$ cat src/rtl/fifo_stream_reader_pkg.sv
// Shared types and constants for the FIFO-to-stream burst reader.
package fifo_stream_reader_pkg;

  typedef enum logic [1:0] {
    StIdle  = 2'd0,
    StRead  = 2'd1,
    StFlush = 2'd2
  } state_e;

  localparam int unsigned BufDepth = 4;
  localparam int unsigned BufPtrW  = $clog2(BufDepth);
  // One extra bit so a full buffer (count == BufDepth) is representable.
  localparam int unsigned BufCntW  = BufPtrW + 1;

endpackage

$ cat src/rtl/fifo_stream_reader_buf.sv
// Small circular output buffer holding stream words and their last flags.
module fifo_stream_reader_buf
  import fifo_stream_reader_pkg::*;
#(
  parameter int unsigned pDATA_WIDTH = 16
) (
  input  logic                   i_clk,
  input  logic                   i_rst,
  input  logic                   i_clear,
  input  logic                   i_push,
  input  logic [pDATA_WIDTH-1:0] i_push_data,
  input  logic                   i_push_last,
  input  logic                   i_pop,
  output logic [BufCntW-1:0]     o_occupancy,
  output logic                   o_valid,
  output logic [pDATA_WIDTH-1:0] o_data,
  output logic                   o_last
);

  logic [pDATA_WIDTH-1:0] r_data [BufDepth];
  logic [BufDepth-1:0]    r_last;
  logic [BufPtrW-1:0]     r_wptr;
  logic [BufPtrW-1:0]     r_rptr;
  logic [BufCntW-1:0]     r_count;
  logic                   w_push;
  logic                   w_pop;

  assign w_pop  = i_pop && (r_count != '0);
  assign w_push = i_push && (r_count != BufCntW'(BufDepth));

  always_ff @(posedge i_clk or posedge i_rst) begin
    if (i_rst) begin
      for (int i = 0; i < BufDepth; i++) r_data[i] <= '0;
      r_last  <= '0;
      r_wptr  <= '0;
      r_rptr  <= '0;
      r_count <= '0;
    end else if (i_clear) begin
      r_wptr  <= '0;
      r_rptr  <= '0;
      r_count <= '0;
    end else begin
      if (w_push) begin
        r_data[r_wptr] <= i_push_data;
        r_last[r_wptr] <= i_push_last;
        r_wptr         <= r_wptr + BufPtrW'(1);
      end
      if (w_pop) r_rptr <= r_rptr + BufPtrW'(1);
      case ({w_push, w_pop})
        2'b10:   r_count <= r_count + BufCntW'(1);
        2'b01:   r_count <= r_count - BufCntW'(1);
        default: r_count <= r_count;
      endcase
    end
  end

  assign o_occupancy = r_count;
  assign o_valid     = (r_count != '0);
  // Zero the outputs while empty so stale words never leak onto the stream.
  assign o_data      = o_valid ? r_data[r_rptr] : '0;
  assign o_last      = o_valid && r_last[r_rptr];

endmodule

$ cat src/rtl/fifo_stream_reader.sv
// Reads bursts from a fifo_sync read port and streams them out over valid/ready.
// Define FIFO_STREAM_READER_STATS_EN to add stall/starve cycle counters.
module fifo_stream_reader
  import fifo_stream_reader_pkg::*;
#(
  parameter int unsigned pDATA_WIDTH = 16,
  parameter bit          pFWFT       = 1'b0
) (
  input  logic                   i_clk,
  input  logic                   i_rst,
  output logic                   o_fifo_ren,
  input  logic [pDATA_WIDTH-1:0] i_fifo_rdata,
  input  logic                   i_fifo_empty,
  input  logic                   i_start,
  input  logic [15:0]            i_burst_len,
  input  logic                   i_abort,
  output logic                   o_m_valid,
  input  logic                   i_m_ready,
  output logic [pDATA_WIDTH-1:0] o_m_data,
  output logic                   o_m_last,
  output logic                   o_busy,
  output logic                   o_done,
  output logic [15:0]            o_words_sent
`ifdef FIFO_STREAM_READER_STATS_EN
  ,
  output logic [31:0]            o_stall_cycles,
  output logic [31:0]            o_starve_cycles
`endif
);

  state_e       r_state;
  logic [15:0]  r_len;
  logic [15:0]  r_issued;
  logic         r_inflight;
  logic         r_inflight_last;
  logic         r_done;
  logic [15:0]  r_words_sent;

  logic [BufCntW-1:0] w_occ;
  logic               w_buf_valid;
  logic               w_buf_last;
  logic               w_inflight;
  logic               w_start_ok;
  logic               w_abort;
  logic               w_ren;
  logic               w_ren_last;
  logic               w_push;
  logic               w_push_last;
  logic               w_pop;
  logic               w_drained;

  assign w_start_ok = (r_state == StIdle) && i_start && !i_abort && (i_burst_len != '0);
  assign w_abort    = i_abort && (r_state != StIdle);
  assign w_inflight = pFWFT ? 1'b0 : r_inflight;

  // A read is only issued when its word is guaranteed a buffer slot on arrival.
  assign w_ren = (r_state == StRead) && !i_fifo_empty && !i_abort && (r_issued < r_len) &&
                 ((w_occ + BufCntW'(w_inflight)) < BufCntW'(BufDepth));
  assign w_ren_last = (r_issued == r_len - 16'd1);

  assign w_push      = (pFWFT ? w_ren : r_inflight) && !i_abort;
  assign w_push_last = pFWFT ? w_ren_last : r_inflight_last;
  assign w_pop       = w_buf_valid && i_m_ready;
  assign w_drained   = !w_push && ((w_occ == '0) || ((w_occ == BufCntW'(1)) && w_pop));

  always_ff @(posedge i_clk or posedge i_rst) begin
    if (i_rst) begin
      r_state         <= StIdle;
      r_len           <= '0;
      r_issued        <= '0;
      r_inflight      <= 1'b0;
      r_inflight_last <= 1'b0;
      r_done          <= 1'b0;
      r_words_sent    <= '0;
    end else begin
      r_done          <= 1'b0;
      r_inflight      <= !pFWFT && w_ren;
      r_inflight_last <= w_ren_last;
      if (w_ren) r_issued <= r_issued + 16'd1;
      if (w_pop) r_words_sent <= r_words_sent + 16'd1;
      unique case (r_state)
        StIdle: begin
          if (w_start_ok) begin
            r_state      <= StRead;
            r_len        <= i_burst_len;
            r_issued     <= '0;
            r_words_sent <= '0;
          end
        end
        StRead, StFlush: begin
          if (w_abort) begin
            r_state    <= StIdle;
            r_done     <= 1'b1;
            r_inflight <= 1'b0;
          end else if ((r_issued == r_len) && w_drained) begin
            r_state <= StIdle;
            r_done  <= 1'b1;
          end else if (r_issued == r_len) begin
            r_state <= StFlush;
          end
        end
        default: r_state <= StIdle;
      endcase
    end
  end

  fifo_stream_reader_buf #(
    .pDATA_WIDTH(pDATA_WIDTH)
  ) u_buf (
    .i_clk      (i_clk),
    .i_rst      (i_rst),
    .i_clear    (w_abort),
    .i_push     (w_push),
    .i_push_data(i_fifo_rdata),
    .i_push_last(w_push_last),
    .i_pop      (w_pop),
    .o_occupancy(w_occ),
    .o_valid    (w_buf_valid),
    .o_data     (o_m_data),
    .o_last     (w_buf_last)
  );

  assign o_fifo_ren   = w_ren;
  assign o_m_valid    = w_buf_valid;
  assign o_m_last     = w_buf_last;
  assign o_busy       = (r_state != StIdle);
  assign o_done       = r_done;
  assign o_words_sent = r_words_sent;

`ifdef FIFO_STREAM_READER_STATS_EN
  logic [31:0] r_stall_cycles;
  logic [31:0] r_starve_cycles;

  always_ff @(posedge i_clk or posedge i_rst) begin
    if (i_rst) begin
      r_stall_cycles  <= '0;
      r_starve_cycles <= '0;
    end else if (w_start_ok) begin
      r_stall_cycles  <= '0;
      r_starve_cycles <= '0;
    end else begin
      if (w_buf_valid && !i_m_ready && (r_stall_cycles != '1)) begin
        r_stall_cycles <= r_stall_cycles + 32'd1;
      end
      if ((r_state == StRead) && i_fifo_empty && (w_occ == '0) && (r_starve_cycles != '1)) begin
        r_starve_cycles <= r_starve_cycles + 32'd1;
      end
    end
  end

  assign o_stall_cycles  = r_stall_cycles;
  assign o_starve_cycles = r_starve_cycles;
`endif

endmodule

$ cat config.mk
export PLATFORM = sky130hd
export DESIGN_NAME = fifo_stream_reader
export DESIGN_NICKNAME = d
export VERILOG_FILES = /design/src/rtl/fifo_stream_reader_pkg.sv /design/src/rtl/fifo_stream_reader_buf.sv /design/src/rtl/fifo_stream_reader.sv
export SDC_FILE = /design/constraint.sdc
export NUM_CORES = 1
export LEC_CHECK = 0
export BUFFER_PORTS_ARGS = -buffer_cell sky130_fd_sc_hd__buf_4
export CORE_UTILIZATION = 55
export CTS_CLUSTER_SIZE = 14
export DETAILED_ROUTE_END_ITERATION = 8
export HOLD_SLACK_MARGIN = 0.02
export PLACE_DENSITY = 0.75
export SETUP_SLACK_MARGIN = 0.15
export SKIP_LAST_GASP = 1
export SYNTH_ARGS = -nofsm -noshare
export SYNTH_HDL_FRONTEND = slang
export SYNTH_SLANG_ARGS = --single-unit
$ cat constraint.sdc
create_clock -name i_clk -period 5.2 [get_ports i_clk]
set_clock_uncertainty 0.05 [all_clocks]
set_input_delay 0.52 -clock i_clk [delete_from_list [all_inputs] [get_ports i_clk]]
set_output_delay 0.52 -clock i_clk [all_outputs]
set_load 0.01 [all_outputs]
======== Word-level counts from Yosys, hierarchy flattened ========
Index checks and enable logic that the tools add are counted.
storage, ports and cells
  logic and storage cells ................. 112
  output and inout port bits .............. 37
  flip-flop bits (word level) ............. 128
  bits of input ports ..................... 38
cells by class
  multiplexer cells ....................... 34
  add/subtract/negate cells ............... 8
  $lt $le $gt $ge ......................... 8
  bitwise operators ....................... 3
  equal/unequal tests ..................... 10
  reductions and logical operators ........ 34
operators with widths
  cell                                                                     number
  16-bit 2-to-1 mux                                                        10
  64-bit bitwise mux                                                       1
  16-bit by 1-bit adder with 16-bit output, second input constant          2
  16-bit binary-select mux with 2-bit select                               1
  16-bit demux with 2-bit select                                           1
  16-bit == test                                                           2
  1-bit logical AND                                                        18
  16-bit < comparator                                                      1
  2-bit 2-to-1 mux                                                         8
  16-bit nonzero test                                                      1
  16-bit by 1-bit subtractor with 16-bit output, second input constant     1
  1-bit 2-to-1 mux                                                         7
  3-bit >= comparator, second input constant                               2
  2-bit by 3-bit < comparator with 1-bit output, second input constant     2
  2-bit inverter with 3-bit output                                         2
  3-bit one-hot mux with 2 select lines                                    1
  2-bit AND reduction                                                      3
  2-bit nonzero test                                                       3
  3-bit nonzero test                                                       2
  2-bit by 1-bit adder with 2-bit output, second input constant            2
  4-bit bitwise mux                                                        1
  2-bit by 1-bit == test with 1-bit output, second input constant          2
  2-bit == test, second input constant                                     2
  4-bit by 3-bit inequality test with 1-bit output, second input constant  1
  other kinds (19)                                                         21

======== Depth between registers and ports, before layout ========
  word-level depth ........................ 9
  depth in mapped cells ................... 11
  depth with buffers taken out ............ 8

======== By module ========
Synthesis repeated with hierarchy kept, for this count alone.
unflattened totals
  cell total of the unflattened synthesis .. 638
  area total of the unflattened synthesis .. 7289.5 um2
modules (own cells, without submodules)
  module                  sequential area each (um2)  times used  cells each  area each (um2)
  fifo_stream_reader_buf  1876.8                      1           247         3858.7
  fifo_stream_reader      1326.3                      1           391         3430.8

======== Worst setup path before layout ========
OpenSTA, ideal clock, no wires.
  path type ............................... flip-flop to output port
  from .................................... reg r_len[5]
  to ...................................... out o_fifo_ren
  data required time ...................... 4.630 ns
  cell stages (with the launch flop) ...... 10
  slack ................................... 2.629 ns
  path buffers ............................ 2
  data arrival time ....................... 2.001 ns
  cell sequence ........................... dfrtp_1 inv_1 ha_1 nand4_1 o221ai_1 nor3_1 o21ai_1 clkbuf_1 buf_2 inv_1
between the ends
  word-level cells in the longest chain between the ends .. 3
RTL lines
  element                          line                      RTL
  start: declaration               fifo_stream_reader.sv:32  logic [15:0] r_len;
  start signal: assignment         fifo_stream_reader.sv:85  r_len <= i_burst_len;
  16-bit < comparator              fifo_stream_reader.sv:57  assign w_ren = (r_state == StRead) && !i_fifo_empty && !i_abort && (r_issued < r_len) &&
  1-bit logical AND (2 in series)  fifo_stream_reader.sv:57
  end: declaration                 fifo_stream_reader.sv:11  output logic o_fifo_ren,
Every way passes these cells.

======== Final worst setup path ========
  from .................................... reg r_len[3]
  to ...................................... out o_fifo_ren
The elaborated chain is that of the path after synthesis.

==> results_dict.tcl <==
set metrics [dict create \
    cts.reportedPaths.clkPinSlew_ps 50 \
    r2r_slack_ps 2100 \
    syn_area_per_cell_sq_um 11.2 \
    yosysWarningCount 0 \
    slew-limit-headroom 0.262 \
    cts_root_buf "clkbuf_16" \
    grtUsageTotal 0.261 \
    critPathLaunch "r_len[3]" \
    clk_path_buf_depth 2 \
    place_congestion 0.923 \
    worstSetupStartpointType "flop" \
    row_count 40 \
    slew_viol_final 0 \
    wl_per_cell_microns 17.9 \
    vias 5036 \
    cts_resized 0 \
    async_reset_ff_frac 1.00 \
    fin_nets 761 \
    synth_compound_area_frac 0.0773 \
    regArea_sq_um 3200 \
    postCtsHoldBufs 0 \
    power_mw 3.91 \
    hold_class "in2async" \
    cts_tree "built" \
    synth_adder_area_share 0.0555 \
    dp_hpwl_mm 10.5 \
    multiInputGateArea_sq_um 3510 \
    ant_nets 0 \
    final_hold_viol_count 0 \
    cts_buffers 17 \
    yosysSeqAreaShare 0.458 \
    worstPathRequired_ps 4630 \
    initial_utilization 0.572 \
    worstSkewPairLatency_ps 410 \
    postRouteWirelength_mm 15.5 \
    synth-simple-area-share 0.144 \
    synth_edf_count 0 \
    synth_area_sq_um 6990 \
    finalSetupViolCount 0 \
    r2r-end "o_words_sent[15]" \
    synth_xor_area_frac 0.0526 \
    status "completed" \
    fmax_mhz 319 \
    final.setup.tns_ps 0 \
    cellPowerDensity_nw_per_um2 476 \
    synthFlopType "dfrtp_1" \
    yosysUniqueCellTypes 57 \
    synth.area.mux_share 0.173 \
    post-cts-setup-buffers 0 \
    grt_max_degree 74 \
    grt_pass1_vias 5303 \
    synthToLayoutAreaGrowth_pct 17.4 \
    worst_pin_slew_ps 1110 \
    antenna_found_initial 0 \
    r2r_start "u_buf.o_occupancy[0]" \
    syn-num-nets 693 \
    timing.final.crit_share 0.603 \
    rsz0062_at_grt "false" \
    worstPathMaxFanout 24 \
    n_fill_cell 947 \
    die_w_microns 115 \
    drv_cap 0 \
    drcViolationCount 0 \
    grt_pass1_wl_mm 26.1 \
    ys_ff_latch 128 \
    h-tree-depth 4 \
    syn_inst 624 \
    fin_crit_ps 3140 \
    drt_first_pass_iters 5 \
    cts_sinks 128 \
    reg2regPathDepth 8 \
    layout-drive-gt1-share 0.280 \
    critical_path_arrival_ps 2570 \
    die_area_sq_um 13200 \
    die_height_microns 115 \
    path_class "reg2out" \
    vias_per_cell 5.80 \
    synth_top_family_by_area "multiplexers" \
    ios 75 \
    cp-endpoint "o_fifo_ren" \
    overflow 0 \
    core-area_sq_um 12200 \
    vdd.ir_drop.worst_mv 0.385 \
    crit_path_end_kind "primary output" \
    io_buffers 74 \
    antennaDiodeCount 0 \
    drt-initial-drc-count 288 \
    power.leakage_nw 3.86 \
]
cells by family (layout without fill, tap and decap cells):
group,count (synthesis),after routing
flops,128,128
buf+inv,61,137
compound gates,87,87
xor+xnor,42,42
mux,91,91
simple gates,184,184
fa+ha+maj,31,31
registers in the layout, summed over array words and instances (netlist names):
name,cells
u_buf.o_occupancy,3
o_done,1
u_buf.r_data,64
o_words_sent,16
u_buf.r_last,4
u_buf.r_rptr,2
r_inflight,1
r_state,2
r_inflight_last,1
u_buf.r_wptr,2
r_issued,16
r_len,16
final cells by class:
class	count	share of cell area
multi-input combinational	435	0.428
sequential	128	0.390
timing repair buffer	77	0.0704
clock buffer	19	0.0528
tap	168	0.0256
clock inverter	8	0.0174
inverter	33	0.0154
worst max-delay path: stages, from the launching register on:
cell and delay, ps:
dfrtp_1 480, inv_1 130, ha_1 330, a21oi_1 160, o221ai_1 140, nor3_1 380
o21ai_1 130, buf_4 220, inv_1 70, buf_4 110
routing by layer:
metal,vias up,global-route usage,part of all wire
met4,0,0.0771,0.011
met3,14,0.0669,0.036
met5,-,0,0
met1,2544,0.311,0.43
li1,2370,-,-
met2,108,0.467,0.53
worst min-delay path by stage:
stage                                start                to  slack, ps  cells after the start
after global placement    u_buf.r_data[23]  u_buf.r_data[23]        430                      1
after floorplan           u_buf.r_data[22]  u_buf.r_data[22]        420                      1
after CTS                            i_rst  u_buf.r_data[58]        210                      2
after global routing                 i_rst  u_buf.r_data[44]        250                      2
final                                i_rst  u_buf.r_data[58]        190                      2
after detailed placement   u_buf.r_data[7]   u_buf.r_data[7]        440                      1
layout by cell type (no fill, tap or decap), types with 4 or more instances in the layout:
master,count
and2_1,18
or4_1,7
buf_4,77
nand4_1,11
mux4_2,17
o21ai_0,32
a31oi_1,4
nand2b_1,6
mux2_2,68
nor2_1,33
mux2i_1,6
bufinv_16,4
inv_1,32
ha_1,31
nor4_1,7
dfrtp_1,128
or3_1,11
nand2_1,44
nand3_1,16
a21oi_1,21
clkbuf_16,17
xor2_1,18
nor3_1,8
o211ai_1,7
xnor2_1,24
and3_1,6
Yosys cell counts, types with 8 or more instances:
cell type	count	area, sq um
nand2_1	44	165
nand3_1	16	80.1
xor2_1	18	158
nor3_1	8	40.0
nor2_1	33	124
mux4_2	17	383
inv_1	33	124
clkbuf_1	18	67.6
xnor2_1	24	210
ha_1	31	388
and2_1	18	113
o21ai_0	32	160
nand4_1	11	68.8
a21oi_1	21	105
mux2_2	68	766
or3_1	11	68.8
dfrtp_1	128	3200
report_power, final:
| part | total, mW | internal, mW | switching, mW | leakage, nW |
|---|---|---|---|---|
| Combinational | 1.28 | 0.634 | 0.647 | 1.86 |
| Sequential | 1.44 | 1.19 | 0.248 | 1.73 |
| Clock | 1.19 | 0.784 | 0.402 | 0.280 |
per-stage QoR:
| stage | utilization | hold WS, ps | std cells | worst slack, ps | area [sq um] |
|---|---|---|---|---|---|
| 2_1_floorplan | - | 424 | 624 | 1220 | 6990 |
| 6_report | 0.672 | 194 | 868 | 2060 | 8210 |
| 3_3_place_gp | 0.625 | 431 | 841 | 2320 | 7630 |
| 4_1_cts | 0.672 | 210 | 868 | 2080 | 8210 |
| 3_5_place_dp | 0.625 | 439 | 841 | 2180 | 7630 |
| 5_1_grt | 0.672 | 251 | 868 | 1900 | 8210 |
(Power assumes the default switching activity.)
